### src/rtl/sd_pkg.sv
// Shared definitions for the SD card responder: FSM states, command indices,
// CRC polynomials and a serial CRC7 step used for both the receive check and the response.
package sd_pkg;

  typedef enum logic [3:0] {
    IDLE,
    RXCMD,
    CHECK,
    NCR_GAP,
    TXRESP,
    NAC_GAP,
    TXDATA,
    TXDCRC,
    TXEND
  } sd_state_t;

  localparam logic [5:0]  CMD_GO_IDLE     = 6'd0;
  localparam logic [5:0]  CMD_READ_SINGLE = 6'd17;
  localparam logic [6:0]  CRC7_POLY       = 7'h09;
  localparam logic [15:0] CRC16_POLY      = 16'h1021;
  localparam int          FRAME_BITS      = 48;

  function automatic logic [6:0] crc7_step(input logic [6:0] crc, input logic bit_in);
    logic fb;
    fb = bit_in ^ crc[6];
    return {crc[5:0], 1'b0} ^ (fb ? CRC7_POLY : 7'h00);
  endfunction

endpackage

### src/rtl/sd_card_responder_if.sv
// Card bus bundle: SD CMD/DAT0 lines, bit strobe, backing RAM port and command report.
interface sd_card_responder_if;
  logic        sd_clk;
  logic        i_sd_cmd;
  logic        o_sd_cmd;
  logic        o_sd_data;
  logic [8:0]  mem_addr;
  logic [7:0]  mem_rdata;
  logic        cmd_valid;
  logic [5:0]  cmd_idx;
  logic [31:0] cmd_arg;
  logic        crc_err;

  modport master (
    output sd_clk, i_sd_cmd, mem_rdata,
    input  o_sd_cmd, o_sd_data, mem_addr, cmd_valid, cmd_idx, cmd_arg, crc_err
  );

  modport slave (
    input  sd_clk, i_sd_cmd, mem_rdata,
    output o_sd_cmd, o_sd_data, mem_addr, cmd_valid, cmd_idx, cmd_arg, crc_err
  );
endinterface

### src/rtl/sd_crc16_serial.sv
// Bit-serial CRC-16-CCITT (x^16+x^12+x^5+1), init 0, one bit per enabled clk.
module sd_crc16_serial
  import sd_pkg::*;
(
  input  logic        clk,
  input  logic        rst,
  input  logic        clr,
  input  logic        en,
  input  logic        bit_in,
  output logic [15:0] crc
);

  logic fb;
  assign fb = bit_in ^ crc[15];

  always_ff @(posedge clk) begin
    if (rst || clr) begin
      crc <= 16'h0000;
    end else if (en) begin
      crc <= {crc[14:0], 1'b0} ^ (fb ? CRC16_POLY : 16'h0000);
    end
  end

endmodule

### src/rtl/sd_card_responder.sv
// Card side of the 1-bit SD bus: receives commands, sends R1 responses, streams CMD17 blocks.
// Optional receive CRC7 check is enabled by defining SD_RESP_CRC_CHECK_EN.
module sd_card_responder
  import sd_pkg::*;
#(
  parameter int          NCR         = 2,
  parameter int          NAC         = 8,
  parameter int          BLOCK_BYTES = 512,
  parameter logic [31:0] CARD_STATUS = 32'h0000_0900
) (
  input  logic               clk,
  input  logic               rst,
  sd_card_responder_if.slave bus
);

  localparam int DW = $clog2(BLOCK_BYTES) + 3;
  localparam logic [DW-1:0] LAST_DATA_BIT = DW'(BLOCK_BYTES * 8 - 1);

  sd_state_t     state;
  logic [5:0]    bit_cnt;
  logic [15:0]   gap_cnt;
  logic [DW-1:0] data_cnt;
  logic          data_started;
  logic          is_read;
  logic [37:0]   rx_payload;
  logic [39:0]   tx_shift;
  logic [6:0]    crc7;
  logic [7:0]    byte_shift;
  logic          data_bit;
  logic          crc_ok;
  logic          crc16_clr;
  logic          crc16_en;
  logic [15:0]   crc16;

`ifdef SD_RESP_CRC_CHECK_EN
  logic [6:0] rx_crc;
  logic       crc_err_q;
  assign crc_ok      = (crc7 == rx_crc);
  assign bus.crc_err = crc_err_q;
`else
  assign crc_ok      = 1'b1;
  assign bus.crc_err = 1'b0;
`endif

  // The first bit of every byte comes straight from RAM; the rest from the shift register.
  assign data_bit  = (data_cnt[2:0] == 3'd0) ? bus.mem_rdata[7] : byte_shift[7];
  assign crc16_clr = (state == NAC_GAP);
  assign crc16_en  = bus.sd_clk && (state == TXDATA) && data_started;

  sd_crc16_serial u_crc16 (
    .clk    (clk),
    .rst    (rst),
    .clr    (crc16_clr),
    .en     (crc16_en),
    .bit_in (data_bit),
    .crc    (crc16)
  );

  always_ff @(posedge clk) begin
    if (rst) begin
      state         <= IDLE;
      bus.o_sd_cmd  <= 1'b1;
      bus.o_sd_data <= 1'b1;
      bus.mem_addr  <= 9'd0;
      bus.cmd_valid <= 1'b0;
      bus.cmd_idx   <= 6'd0;
      bus.cmd_arg   <= 32'd0;
      bit_cnt       <= 6'd0;
      gap_cnt       <= 16'd0;
      data_cnt      <= '0;
      data_started  <= 1'b0;
      is_read       <= 1'b0;
      rx_payload    <= 38'd0;
      tx_shift      <= 40'd0;
      crc7          <= 7'd0;
      byte_shift    <= 8'd0;
`ifdef SD_RESP_CRC_CHECK_EN
      rx_crc        <= 7'd0;
      crc_err_q     <= 1'b0;
`endif
    end else begin
      bus.cmd_valid <= 1'b0;
`ifdef SD_RESP_CRC_CHECK_EN
      crc_err_q     <= 1'b0;
`endif
      case (state)
        IDLE: begin
          if (bus.sd_clk && !bus.i_sd_cmd) begin
            state   <= RXCMD;
            bit_cnt <= 6'(FRAME_BITS - 2);
            crc7    <= 7'd0;
          end
        end

        // bit_cnt holds the frame index of the bit sampled on this strobe.
        RXCMD: begin
          if (bus.sd_clk) begin
            if (bit_cnt >= 6'd8) crc7 <= crc7_step(crc7, bus.i_sd_cmd);
            if (bit_cnt >= 6'd8 && bit_cnt <= 6'd45)
              rx_payload <= {rx_payload[36:0], bus.i_sd_cmd};
`ifdef SD_RESP_CRC_CHECK_EN
            if (bit_cnt >= 6'd1 && bit_cnt <= 6'd7)
              rx_crc <= {rx_crc[5:0], bus.i_sd_cmd};
`endif
            if (bit_cnt == 6'd46 && !bus.i_sd_cmd) state <= IDLE;
            else if (bit_cnt == 6'd0)              state <= CHECK;
            else                                   bit_cnt <= bit_cnt - 6'd1;
          end
        end

        CHECK: begin
          if (!crc_ok) begin
`ifdef SD_RESP_CRC_CHECK_EN
            crc_err_q <= 1'b1;
`endif
            state <= IDLE;
          end else begin
            bus.cmd_valid <= 1'b1;
            bus.cmd_idx   <= rx_payload[37:32];
            bus.cmd_arg   <= rx_payload[31:0];
            is_read       <= (rx_payload[37:32] == CMD_READ_SINGLE);
            tx_shift      <= {2'b00, rx_payload[37:32], CARD_STATUS};
            crc7          <= 7'd0;
            gap_cnt       <= 16'(NCR);
            bit_cnt       <= 6'(FRAME_BITS - 1);
            state         <= (rx_payload[37:32] == CMD_GO_IDLE) ? IDLE : NCR_GAP;
          end
        end

        NCR_GAP: begin
          if (bus.sd_clk) begin
            bus.o_sd_cmd <= 1'b1;
            if (gap_cnt <= 16'd1) state <= TXRESP;
            else                  gap_cnt <= gap_cnt - 16'd1;
          end
        end

        // Header/status bits feed CRC7 as they go out, then the CRC register itself is shifted out.
        TXRESP: begin
          if (bus.sd_clk) begin
            if (bit_cnt >= 6'd8) begin
              bus.o_sd_cmd <= tx_shift[39];
              tx_shift     <= {tx_shift[38:0], 1'b0};
              crc7         <= crc7_step(crc7, tx_shift[39]);
            end else if (bit_cnt >= 6'd1) begin
              bus.o_sd_cmd <= crc7[6];
              crc7         <= {crc7[5:0], 1'b0};
            end else begin
              bus.o_sd_cmd <= 1'b1;
            end
            if (bit_cnt == 6'd0) begin
              if (is_read) begin
                state        <= NAC_GAP;
                gap_cnt      <= 16'(NAC);
                bus.mem_addr <= 9'd0;
              end else begin
                state <= IDLE;
              end
            end else begin
              bit_cnt <= bit_cnt - 6'd1;
            end
          end
        end

        NAC_GAP: begin
          if (bus.sd_clk) begin
            bus.o_sd_data <= 1'b1;
            if (gap_cnt <= 16'd1) begin
              state        <= TXDATA;
              data_started <= 1'b0;
            end else begin
              gap_cnt <= gap_cnt - 16'd1;
            end
          end
        end

        // mem_addr steps while bit 1 goes out so the next byte has settled by its bit 7,
        // even when sd_clk is high on every clk.
        TXDATA: begin
          if (bus.sd_clk) begin
            if (!data_started) begin
              bus.o_sd_data <= 1'b0;
              data_started  <= 1'b1;
              data_cnt      <= '0;
            end else begin
              bus.o_sd_data <= data_bit;
              byte_shift    <= (data_cnt[2:0] == 3'd0) ? {bus.mem_rdata[6:0], 1'b0}
                                                       : {byte_shift[6:0], 1'b0};
              if (data_cnt[2:0] == 3'd6) bus.mem_addr <= bus.mem_addr + 9'd1;
              if (data_cnt == LAST_DATA_BIT) begin
                state   <= TXDCRC;
                bit_cnt <= 6'd15;
              end else begin
                data_cnt <= data_cnt + 1'b1;
              end
            end
          end
        end

        TXDCRC: begin
          if (bus.sd_clk) begin
            bus.o_sd_data <= crc16[bit_cnt[3:0]];
            if (bit_cnt == 6'd0) state <= TXEND;
            else                 bit_cnt <= bit_cnt - 6'd1;
          end
        end

        TXEND: begin
          if (bus.sd_clk) begin
            bus.o_sd_data <= 1'b1;
            state         <= IDLE;
          end
        end

        default: state <= IDLE;
      endcase
    end
  end

endmodule

### src/flat_wrapper.sv
// flat-port wrapper written by rule: the top's interface ports become plain ports
module sd_card_responder_flat import sd_pkg::*;
#(
  parameter int          NCR         = 2,
  parameter int          NAC         = 8,
  parameter int          BLOCK_BYTES = 512,
  parameter logic [31:0] CARD_STATUS = 32'h0000_0900
)
  (clk, rst, bus_sd_clk, bus_i_sd_cmd, bus_mem_rdata, bus_o_sd_cmd, bus_o_sd_data, bus_mem_addr, bus_cmd_valid, bus_cmd_idx, bus_cmd_arg, bus_crc_err);
  sd_card_responder_if bus_i ();
  input  logic clk;
  input  logic rst;
  input wire logic [$bits(bus_i.sd_clk)-1:0] bus_sd_clk;
  input wire logic [$bits(bus_i.i_sd_cmd)-1:0] bus_i_sd_cmd;
  input wire logic [$bits(bus_i.mem_rdata)-1:0] bus_mem_rdata;
  output wire logic [$bits(bus_i.o_sd_cmd)-1:0] bus_o_sd_cmd;
  output wire logic [$bits(bus_i.o_sd_data)-1:0] bus_o_sd_data;
  output wire logic [$bits(bus_i.mem_addr)-1:0] bus_mem_addr;
  output wire logic [$bits(bus_i.cmd_valid)-1:0] bus_cmd_valid;
  output wire logic [$bits(bus_i.cmd_idx)-1:0] bus_cmd_idx;
  output wire logic [$bits(bus_i.cmd_arg)-1:0] bus_cmd_arg;
  output wire logic [$bits(bus_i.crc_err)-1:0] bus_crc_err;
  assign bus_i.sd_clk = bus_sd_clk;
  assign bus_i.i_sd_cmd = bus_i_sd_cmd;
  assign bus_i.mem_rdata = bus_mem_rdata;
  assign bus_o_sd_cmd = bus_i.o_sd_cmd;
  assign bus_o_sd_data = bus_i.o_sd_data;
  assign bus_mem_addr = bus_i.mem_addr;
  assign bus_cmd_valid = bus_i.cmd_valid;
  assign bus_cmd_idx = bus_i.cmd_idx;
  assign bus_cmd_arg = bus_i.cmd_arg;
  assign bus_crc_err = bus_i.crc_err;
  sd_card_responder #(.NCR(NCR), .NAC(NAC), .BLOCK_BYTES(BLOCK_BYTES), .CARD_STATUS(CARD_STATUS)) u_core (.clk(clk), .rst(rst), .bus(bus_i));
endmodule
### config.mk
export PLATFORM = sky130hd
export DESIGN_NAME = sd_card_responder_flat
export DESIGN_NICKNAME = d
export VERILOG_FILES = /design/src/rtl/sd_pkg.sv /design/src/rtl/sd_card_responder_if.sv /design/src/rtl/sd_crc16_serial.sv /design/src/rtl/sd_card_responder.sv /design/src/flat_wrapper.sv
export SDC_FILE = /design/constraint.sdc
export NUM_CORES = 1
export LEC_CHECK = 0
export CORE_MARGIN = 2
export CORE_UTILIZATION = 55
export CTS_BUF_LIST = sky130_fd_sc_hd__clkbuf_16
export DETAILED_ROUTE_END_ITERATION = 8
export GPL_ROUTABILITY_DRIVEN = 0
export PLACE_DENSITY = 0.74
export REMOVE_ABC_BUFFERS = 1
export SLEW_MARGIN = 20
export SYNTH_ARGS = -nofsm -noshare
export SYNTH_HDL_FRONTEND = slang
export SYNTH_SLANG_ARGS = --single-unit
### constraint.sdc
create_clock -name clk -period 8.15 [get_ports clk]
set_input_delay 2.445 -clock clk [delete_from_list [all_inputs] [get_ports clk]]
set_output_delay 2.445 -clock clk [all_outputs]
set_load 0.1 [all_outputs]
After elaboration in Yosys (flattened, before gate mapping)
Cells that the tools add are included.

Register bits: 199. Output and inout bits: 51.

Reduce and logical (&&, ||, !) cells: 34. Mux-type cells: 73. Equal/unequal tests: 38. Order comparisons: 5. Add/subtract/negate cells: 4. Bitwise gates (word level): 6.

Operators with widths (count): 16-bit 2-to-1 mux (5); 40-bit 2-to-1 mux (2); 40-bit case mux with 2 select lines (1); 4-bit 2-to-1 mux (18); 9-bit 2-to-1 mux (6); 6-bit 2-to-1 mux (8); 16-bit case mux with 3 select lines (1); 7-bit 2-to-1 mux (6); 4-bit case mux with 9 select lines (1); 6-bit case mux with 5 select lines (1); 7-bit case mux with 4 select lines (1); 12-bit 2-to-1 mux (2); 2-bit by 1-bit inequality test with 1-bit output, second input constant (12); 2-bit inequality test, second input constant (12); 9-bit case mux with 2 select lines (1); 4-bit by 3-bit == test with 1-bit output, second input constant (4); 16-bit by 1-bit less-or-equal comparator with 1-bit output, second input constant (1); 16-bit by 1-bit subtractor with 16-bit output, second input constant (1); 16-bit by 13-bit bitwise XOR with 16-bit output (1); 15-bit AND reduction (1); 3-bit AND reduction (5); 7-bit bitwise XOR (2); 13-bit 2-to-1 mux (1); 12-bit by 1-bit adder with 12-bit output, second input constant (1); 37 further kinds (66).

Longest topological paths before layout
Gate-level depths: netlist (run 1).

Depth in word-level cells: 6. Gate-level depth with buffers: 10. Gate-level depth less buffers: 8.

Modules after synthesis
Synthesis (run 1) repeated with hierarchy kept, for this count alone.

Cell total of the unflattened synthesis: 1010. Area, all modules: 8210.4 um2.

Modules (own cells, without submodules): sd_card_responder (instances 1, sequential area each 3483.3 um2, cells an instance 950, area each 7577.3 um2); sd_crc16_serial (instances 1, sequential area each 320.3 um2, cells an instance 60, area each 633.1 um2).

Worst setup path before layout (run 1)
OpenSTA, ideal clock, no wires.

Path kind: input -> register. Start: input bus_i_sd_cmd. End: register u_core.state[3]. Arrival time: 4.096 ns. Stages: 5. Required time: 8.083 ns. Setup time: 0.067 ns. Path slack: 3.987 ns. Path through: or4_1 -> a311o_1 -> a211o_1 -> or3_1 -> a21oi_2.

Longest elaborated chain between the ends: 5.

Ends and longest elaborated chain: start: declaration (line flat_wrapper.sv:14) `input wire logic [$bits(bus_i.i_sd_cmd)-1:0] bus_i_sd_cmd;`; 1-bit logical NOT * (line sd_card_responder.sv:88, sd_card_responder.sv:105); 1-bit logical AND (line sd_card_responder.sv:105) `if (bit_cnt == 6'd46 && !bus.i_sd_cmd) state <= IDLE;`; 4-bit 2-to-1 mux (line sd_card_responder.sv:105); 4-bit 2-to-1 mux (line sd_card_responder.sv:97) `if (bus.sd_clk) begin`; 4-bit case mux with 9 select lines (line sd_card_responder.sv:86) `case (state)`; end signal: assignment (line sd_card_responder.sv:126) `state <= (rx_payload[37:32] == CMD_GO_IDLE) ? IDLE : NCR_GAP;`; end: declaration (line sd_card_responder.sv:19) `sd_state_t state;`.

Every way passes the cells marked *; elsewhere a longest branch is shown, timed or not. The select of a mux whose other input is x is not followed. A chain may end at the register's enable or synchronous reset.

Worst setup path in the final report (run 1)
Start: input bus_sd_clk. End: register u_core.crc7[2].

Longest elaborated chain between the ends: 3.

Ends and longest elaborated chain: start: declaration (line flat_wrapper.sv:13) `input wire logic [$bits(bus_i.sd_clk)-1:0] bus_sd_clk;`; 1-bit logical AND (line sd_card_responder.sv:88) `if (bus.sd_clk && !bus.i_sd_cmd) begin`; 2-bit by 1-bit inequality test with 1-bit output (no source line); 6-bit AND reduction (no source line) *; end signal: assignment (line sd_card_responder.sv:98) `if (bit_cnt >= 6'd8) crc7 <= crc7_step(crc7, bus.i_sd_cmd);`; end signal: assignment (line sd_card_responder.sv:144) `crc7 <= crc7_step(crc7, tx_shift[39]);`; end signal: assignment (line sd_card_responder.sv:147) `crc7 <= {crc7[5:0], 1'b0};`; end: declaration (line sd_card_responder.sv:27) `logic [6:0] crc7;`.

Every way passes the cells marked *; elsewhere a longest branch is shown, timed or not.

==> results of run 1 <==
## power groups by stage
stage	combinational [W]	sequential [W]	clock, W
2_1_floorplan	0.000479	0.00108	0
3_3_place_gp	0.000662	0.00108	0
3_5_place_dp	0.000665	0.00109	0
4_1_cts	0.000673	0.00107	0.000843
5_1_grt	0.000760	0.00108	0.000883
6_report	0.000682	0.00107	0.000830
## area by class of cell
| cell class | count | area (um2) | share of cell area (%) |
|---|---|---|---|
| multi-input combinational | 737 | 3990 | 42.8 |
| sequential | 190 | 3800 | 40.8 |
| timing repair buffer | 68 | 661 | 7.09 |
| clock buffer | 17 | 425 | 4.56 |
| tap | 184 | 230 | 2.47 |
| clock inverter | 14 | 158 | 1.69 |
| inverter | 14 | 52.6 | 0.564 |
## worst max-delay path: stages
cell	delay, ns
clkdlybuf4s50_1	0.78
inv_1	0.25
o21ai_0	0.23
a21oi_1	0.09
or4_1	0.71
or3b_2	0.52
a21oi_1	0.16
## sequential cells by signal (all words and copies together) (netlist names)
signal and count:
u_core.data_started 1, u_core.gap_cnt 16, u_core.data_cnt 12, u_core.bus.cmd_arg 32, u_core.bus.o_sd_data 1, u_core.bus.cmd_valid 1
u_core.state 4, u_core.bus.mem_addr 9, u_core.bus.cmd_idx 6, u_core.crc7 7, u_core.tx_shift 32, u_core.bit_cnt 6
u_core.rx_payload 38, u_core.byte_shift 7, u_core.bus.o_sd_cmd 1, u_core.is_read 1, u_core.u_crc16.crc 16
## layout by cell type (no fill, tap or decap), types with 5 or more instances in the layout
master / Yosys / layout
a21oi_1: 149 / 149
o31ai_1: 5 / 5
a311oi_1: 9 / 9
nor4_1: 8 / 8
or3b_2: 7 / 7
nand4_1: 8 / 8
nor3_1: 17 / 15
xor2_1: 13 / 13
nor2b_1: 5 / 5
mux2i_1: 11 / 11
dfxtp_1: 190 / 190
nor2_1: 63 / 63
clkdlybuf4s50_1: 0 / 60
or3_1: 13 / 12
mux4_2: 5 / 5
ha_1: 9 / 9
nand3_1: 38 / 38
or4_1: 9 / 9
clkbuf_16: 0 / 17
a211oi_1: 13 / 13
inv_1: 13 / 13
nand2_1: 264 / 264
xnor2_1: 14 / 14
nand2b_1: 5 / 5
buf_4: 1 / 8
o21ai_0: 17 / 17
## logic make-up (layout without fill, tap and decap cells)
| kind of cell | Yosys count | in the layout |
|---|---|---|
| fa+ha+maj | 9 | 9 |
| buf+inv | 84 | 113 |
| xor+xnor | 27 | 27 |
| simple gates | 453 | 453 |
| mux | 16 | 16 |
| other cells | 1 | 1 |
| compound gates | 231 | 231 |
| flops | 190 | 190 |
## final timing paths
check	from	depth (start not counted)	to
max	bus_sd_clk	7	u_core.crc7[2]$_SDFFE_PP0P_
max reg2reg	u_core.state[3]$_SDFFE_PP0P_	6	u_core.bit_cnt[3]$_SDFFE_PP0P_
min	u_core.tx_shift[25]$_SDFFE_PP0P_	2	u_core.tx_shift[26]$_SDFFE_PP0P_
min reg2reg	u_core.tx_shift[25]$_SDFFE_PP0P_	2	u_core.tx_shift[26]$_SDFFE_PP0P_
## through the flow
step           hold WS [ns]  cells  worst slack (ns)
2_1_floorplan         0.421    941              3.95
3_3_place_gp          0.436   1193              3.01
3_5_place_dp          0.444   1193              2.93
4_1_cts               0.453   1224              3.38
5_1_grt               0.473   1224              2.99
6_report              0.450   1224              3.31
## per-layer routing
| metal | GRT usage (%) | up-vias |
|---|---|---|
| met4 | 6.21 | 0 |
| met1 | 31.1 | 3261 |
| li1 | - | 3524 |
| met5 | 0 | - |
| met3 | 4.96 | 16 |
| met2 | 36.8 | 148 |
==> results.cfg, run 1 <==
[run_status]
status = finished, final reports clean

[placed_design]
port_buffers = 61
dp_hpwl_um = 10900
placed_cell_area_um2 = 8730

[worst_setup_path]
cp.arrival_ns = 5.18
path_max_fanout = 14
crit_path_start_kind = input port
setup.worst_path.class = in2reg
worstPathRequired_ns = 8.50
r2r_slack_ns = 4.79
critPathCaptureType = register

[drt]
wl_met1_um = 8360
remaining_drc_errors = 0
wl_met2_um = 8160
viasPerCell = 5.68
wire_per_inst_um = 14.3
drtIter0Drc = 552
totalWireLength_um = 17500
drtPass1Iterations = 5
num_vias = 6949
maxUsedRoutingLayer = met4
drtAntennaViolNets = 0
met3WireLength_um = 809

[clocking]
clkTransAtPathRegs_ns = 0.07
post_cts.repair.setup_buffers = 0
clockBufferDepth = 2
cts_sinks = 190
cts_buffers = 17
ctsHoldBuffers = 0
cts_tree = yes
htreeDepth = 4
cts_root_buffer = clkbuf_16
cts_resized = 0
clk_latency_ns = 0.43

[layout]
utilization_pct = 64.6
final_area_um2 = 9320
syn_to_final_growth_pct = 15.3
drive_gt1_share_pct = 6.44
n_fill_cell = 1293
num_antenna_cells = 0
finalNetCount = 1049

[power]
p_per_area_nw_per_um2 = 277
p_leak_nw = 3.09
power.total_w = 0.00258
comb_power_share_pct = 26.4
clkPwrFrac_pct = 32.2
p_int_w = 0.00168
swShare_pct = 34.9
ir_drop_mv = 0.156
seq_power_share_pct = 41.4
power.switching_w = 0.000900

[yosys]
yosysSeqAreaShare_pct = 47.1
syn-cell-area_um2 = 8080
yosys-top-cells-count = 264 x nand2_1, 190 x dfxtp_1, 149 x a21oi_1, 63 x nor2_1, 55 x clkbuf_1
synth.most_common_cell = nand2_1
synth_top_area_cell = dfxtp_1
syn_inst = 1011
yosys.cell_types.count = 63
synth-simple-area-share_pct = 24.8
synth_edf_count = 0
synth-async-reset-ratio_pct = 0
synthTopCellsByArea = dfxtp_1 47%, nand2_1 12%, a21oi_1 9.2%
synth_top_area_share_pct = 47.1
yosys.area_share.adder_pct = 1.39
post_synth.cell_area_avg_um2 = 7.99
synth_xor_area_share_pct = 2.93
synth-compound-area-share_pct = 17.0
synth_flop_cell = dfxtp_1
ys_warn_count = 0
ys_seq_elements = 190
synthMuxAreaShare_pct = 2.76
synth_top_family_by_area = simple AND/OR/NAND/NOR gates

[sta]
rsz0062_at_grt = false
max_freq_mhz = 207
finalHoldViolCount = 0
finalMaxSlewViolations = 0
fin_setup_tns_ns = 0
worst_pin_slew_ns = 1.08
period_share_pct = 59.3
period_needed_ns = 4.84
clock_skew_ns = 0.00927
max_slew_margin_pct = 27.3
setup_viol = 0

[floorplanning]
ios = 63
die_area_um2 = 15700
die_w_um = 125
core_um2 = 14400
start_util_pct = 56.0
die_h_um = 125
rows = 44

[global_route]
grt_pass1_vias = 6504
grt_max_degree = 79
antenna_found_initial = 0
grt_pass1_wl_um = 30200
grt_use_total_pct = 22.8
grt-ovfl-total = 0

[hold_path]
hold_path.class = reg2reg

[job]
max-cap-violations = 0
Note: power is estimated with default switching activity, not from simulation.
==> run 2: changes to the inputs <==
- CORE_UTILIZATION: 55 -> 52
- PLACE_DENSITY: 0.74 -> 0.73
- clock period: 8.15 -> 3.95 ns (I/O delays scaled with it)
==> results.cfg, run 2 (synthesized netlist as in run 1, its figures left out) <==
[layout]
layout_commonest_cell = nand2_1
num_antenna_cells = 0
regMostFlops = u_core.rx_payload
reg_top3 = u_core.rx_payload: 38 flops, u_core.bus.cmd_arg: 32 flops, u_core.tx_shift: 32 flops
drive_gt1_share_pct = 7.70
syn_to_final_growth_pct = 16.2
finalNetCount = 1060
final_area_um2 = 9390
largest_reg_flops = 38
utilization_pct = 61.8
mostFrequentLayoutCells = 264 x nand2_1, 190 x dfxtp_1, 149 x a21oi_1, 63 x nor2_1, 57 x clkdlybuf4s50_1

[hold_path]
hold_path.class = reg2reg

[drt]
drtPass1Iterations = 5
drtIter0Drc = 519
wire_per_inst_um = 14.4
drtAntennaViolNets = 0
num_vias = 6975
remaining_drc_errors = 0
totalWireLength_um = 17800
viasPerCell = 5.63

[floorplanning]
die_area_um2 = 16600
start_util_pct = 53.2
core_um2 = 15200
die_h_um = 129
die_w_um = 129
rows = 45
ios = 63

[global_route]
grt-ovfl-total = 0
grt_pass1_wl_um = 29800
grt_pass1_vias = 6294
grt_max_degree = 105
grt_use_total_pct = 21.8
antenna_found_initial = 0

[clocking]
cts_buffers = 17
cts_tree = yes
post_cts.repair.setup_buffers = 0
htreeDepth = 4
ctsHoldBuffers = 0
clkTransAtPathRegs_ns = 0.07
cts_resized = 0
cts_root_buffer = clkbuf_16
clk_latency_ns = 0.43
cts_sinks = 190
clockBufferDepth = 2

[sta]
setup_viol = 0
finalHoldViolCount = 0
rsz0062_at_grt = false
max_freq_mhz = 317
max_slew_margin_pct = 30.3
worst_pin_slew_ns = 1.03
fin_setup_tns_ns = 0
period_needed_ns = 3.16
setup_ws_ns = 0.791
period_share_pct = 80.0
finalMaxSlewViolations = 0
clock_skew_ns = 0.00596

[power]
power.switching_w = 0.00190
ir_drop_mv = 0.397
clkPwrFrac_pct = 31.7
p_int_w = 0.00343
comb_power_share_pct = 27.8
p_per_area_nw_per_um2 = 567
p_leak_nw = 3.14
swShare_pct = 35.7
seq_power_share_pct = 40.6

[placed_design]
place_ws_ns = 0.361
placed_cell_area_um2 = 8810
dp_hpwl_um = 11000
port_buffers = 61

[worst_setup_path]
critPathCaptureType = output port
slowest_delay_ns = 1.16
path_cells = clkdlybuf4s50_1
setup.worst_path.class = reg2out
path_max_fanout = 5
cp_slowest_cell = clkdlybuf4s50_1
crit_path_start_kind = register
path_buf_inv = 1
worstPathRequired_ns = 2.76
cp.arrival_ns = 1.97
cp_top_family = buffers and inverters

[run_status]
status = finished, final reports clean

[job]
max-cap-violations = 0
## run 2: cell types whose count changed in the layout (fill, tap and decap cells not counted)
cell | previous run | this run
inv_6 | 4 | 2
clkinv_8 | 0 | 2
o21ai_1 | 0 | 1
bufinv_16 | 2 | 1
clkinvlp_4 | 1 | 3
clkdlybuf4s50_1 | 60 | 57
nor3_2 | 1 | 2
o21ai_2 | 1 | 0
buf_4 | 8 | 22
nor3_4 | 1 | 0
## run 2: power by group through the flow
stage / sequential [W] / combinational, W / clock [W]
2_1_floorplan: 0.00223 / 0.000989 / 0
3_3_place_gp: 0.00220 / 0.00143 / 0
3_5_place_dp: 0.00220 / 0.00145 / 0
4_1_cts: 0.00216 / 0.00146 / 0.00172
5_1_grt: 0.00218 / 0.00163 / 0.00179
6_report: 0.00216 / 0.00148 / 0.00169
## run 2: worst paths after layout
kind	startpoint	slack [ns]	to	cells after the start
worst max register to register	u_core.bit_cnt[0]$_SDFFE_PP0P_	1.04	u_core.crc7[6]$_SDFFE_PP0P_	8
worst min register to register	u_core.tx_shift[17]$_SDFFE_PP0P_	0.45	u_core.tx_shift[18]$_SDFFE_PP0P_	2
worst max-delay path	u_core.bus.mem_addr[4]$_SDFFE_PP0P_	0.79	bus_mem_addr[4]	1
worst min-delay path	u_core.tx_shift[17]$_SDFFE_PP0P_	0.45	u_core.tx_shift[18]$_SDFFE_PP0P_	2
## run 2: layer usage
layer	GRT usage, %	wire length (um)	part of all wire (%)
met5	0	0	0
met1	30.0	8590	48
met4	7.67	275	1.5
met3	4.16	673	3.8
met2	34.5	8260	46
## run 2: stage by stage
stage	hold WS, ns	cells	total power (W)
3_3_place_gp	0.438	1208	0.00363
2_1_floorplan	0.421	941	0.00322
4_1_cts	0.450	1240	0.00534
6_report	0.452	1240	0.00533
5_1_grt	0.465	1240	0.00560
3_5_place_dp	0.440	1208	0.00365
## run 2: layout make-up
type | instances | area [um2]
Fill cell | 1330 | 5810
Multi-Input combinational cell | 737 | 3980
Sequential cell | 190 | 3800
Timing Repair Buffer | 79 | 736
Clock buffer | 17 | 425
Tap cell | 188 | 235
Clock inverter | 15 | 158
Inverter | 14 | 52.6
==> run 3: changes to the inputs <==
- clock period: 3.95 -> 2.9 ns (I/O delays scaled with it)
==> results.cfg, run 3 (synthesized netlist as in run 1, its figures left out) <==
[run_status]
status = finished, final reports clean

[layout]
reg_top3 = u_core.rx_payload: 38 flops, u_core.bus.cmd_arg: 32 flops, u_core.tx_shift: 32 flops
utilization_pct = 62.9
regMostFlops = u_core.rx_payload
n_fill_cell = 1367
num_antenna_cells = 0
mostFrequentLayoutCells = 264 x nand2_1, 190 x dfxtp_1, 149 x a21oi_1, 100 x buf_4, 63 x nor2_1
syn_to_final_growth_pct = 18.4
register_area_um2 = 3800
multi_input_area_um2 = 3980
layout_commonest_cell = nand2_1
finalNetCount = 1095
drive_gt1_share_pct = 15.0
largest_reg_flops = 38

[drt]
drtAntennaViolNets = 0
viasPerCell = 5.57
wire_per_inst_um = 14.0
drtPass1Iterations = 5
remaining_drc_errors = 0
drtIter0Drc = 456
num_vias = 7106
totalWireLength_um = 17900

[floorplanning]
start_util_pct = 53.2
die_h_um = 129
die_w_um = 129
core_um2 = 15200
ios = 63
rows = 45
die_area_um2 = 16600

[worst_setup_path]
path_max_fanout = 6
startpoint = u_core.gap_cnt[4]$_SDFFE_PP0P_
setup.worst_path.end = u_core.state[0]$_SDFFE_PP0P_
cp.arrival_ns = 3.15
critPathCaptureType = register
r2r_end = u_core.state[0]$_SDFFE_PP0P_
r2r_slack_ns = 0.13
crit_path_start_kind = register
setup.worst_path.class = reg2reg
rr_worst_depth = 7
worstPathRequired_ns = 3.28
r2r-start = u_core.gap_cnt[4]$_SDFFE_PP0P_

[clocking]
cts_sinks = 190
cts_root_buffer = clkbuf_16
cts_tree = yes
clkTransAtPathRegs_ns = 0.07
cts_resized = 0
post_cts.repair.setup_buffers = 0
ctsHoldBuffers = 0
clockBufferDepth = 2
htreeDepth = 4
cts_buffers = 17
clk_latency_ns = 0.43

[sta]
period_needed_ns = 2.77
finalHoldViolCount = 0
fin_setup_tns_ns = 0
rsz0062_at_grt = false
setup_viol = 0
clock_skew_ns = 0.00807
worst_pin_slew_ns = 0.816
max_freq_mhz = 361
setup_ws_ns = 0.130
finalMaxSlewViolations = 0
max_slew_margin_pct = 45.5
period_share_pct = 95.5

[placed_design]
dp_hpwl_um = 11700
port_buffers = 61
place_ws_ns = -0.162

[global_route]
grt_max_degree = 94
grt_util_met3_pct = 5.32
grt_use_total_pct = 22.3
grt-ovfl-total = 0
gr-usage-met2_pct = 35.4
busiest_layer = met2
antenna_found_initial = 0
grt_pass1_wl_um = 30500
grt_use_met1_pct = 30.2
grt_pass1_vias = 6447

[job]
max-cap-violations = 0

[power]
p_leak_nw = 3.42
p_per_area_nw_per_um2 = 773
ir_drop_mv = 0.536

[hold_path]
hold_path.class = reg2reg
## run 3: worst min path at each step
stage	from	end	slack (ns)	depth (start not counted)
2_1_floorplan	u_core.crc7[1]$_SDFFE_PP0P_	u_core.crc7[1]$_SDFFE_PP0P_	0.42	2
3_3_place_gp	u_core.tx_shift[20]$_SDFFE_PP0P_	u_core.tx_shift[21]$_SDFFE_PP0P_	0.44	2
3_5_place_dp	u_core.tx_shift[9]$_SDFFE_PP0P_	u_core.tx_shift[10]$_SDFFE_PP0P_	0.44	2
4_1_cts	u_core.tx_shift[26]$_SDFFE_PP0P_	u_core.tx_shift[27]$_SDFFE_PP0P_	0.46	2
5_1_grt	u_core.bus.cmd_arg[14]$_SDFFE_PP0P_	u_core.bus.cmd_arg[14]$_SDFFE_PP0P_	0.47	2
6_report	u_core.tx_shift[21]$_SDFFE_PP0P_	u_core.tx_shift[22]$_SDFFE_PP0P_	0.45	2
## run 3: where the power goes
part           internal, W  leakage (nW)  switching, W
sequential         0.00277          1.53      0.000149
clock              0.00113         0.280       0.00108
combinational     0.000851          1.60       0.00141
## run 3: metal layers
layer	up-vias	share of wire, %
met2	126	47
met4	0	1.2
met5	-	0
met3	21	4.4
li1	3609	-
met1	3350	47
## run 3: cell type report
| type | count | share of cell area [%] |
|---|---|---|
| Sequential cell | 190 | 39.8 |
| Inverter | 14 | 0.549 |
| Tap cell | 188 | 2.46 |
| Clock buffer | 17 | 4.45 |
| Multi-Input combinational cell | 737 | 41.6 |
| Timing Repair Buffer | 114 | 9.73 |
| Clock inverter | 15 | 1.41 |
## run 3: through the flow
stage	area, um2	power, W	hold WS [ns]	std cells
after global placement	9000	0.00515	0.437	1243
after CTS	9560	0.00740	0.456	1275
after global routing	9570	0.00783	0.473	1275
after detailed placement	9000	0.00518	0.443	1243
after floorplan	7810	0.00439	0.421	941
final	9570	0.00739	0.450	1275
## run 3: critical path, cell delays in order, from the launching register on
cell,delay (ns)
dfxtp_1,0.37
or4_4,0.59
or4_4,0.48
or3_1,0.46
a211o_1,0.32
buf_4,0.16
a2111oi_2,0.19
a31o_2,0.14
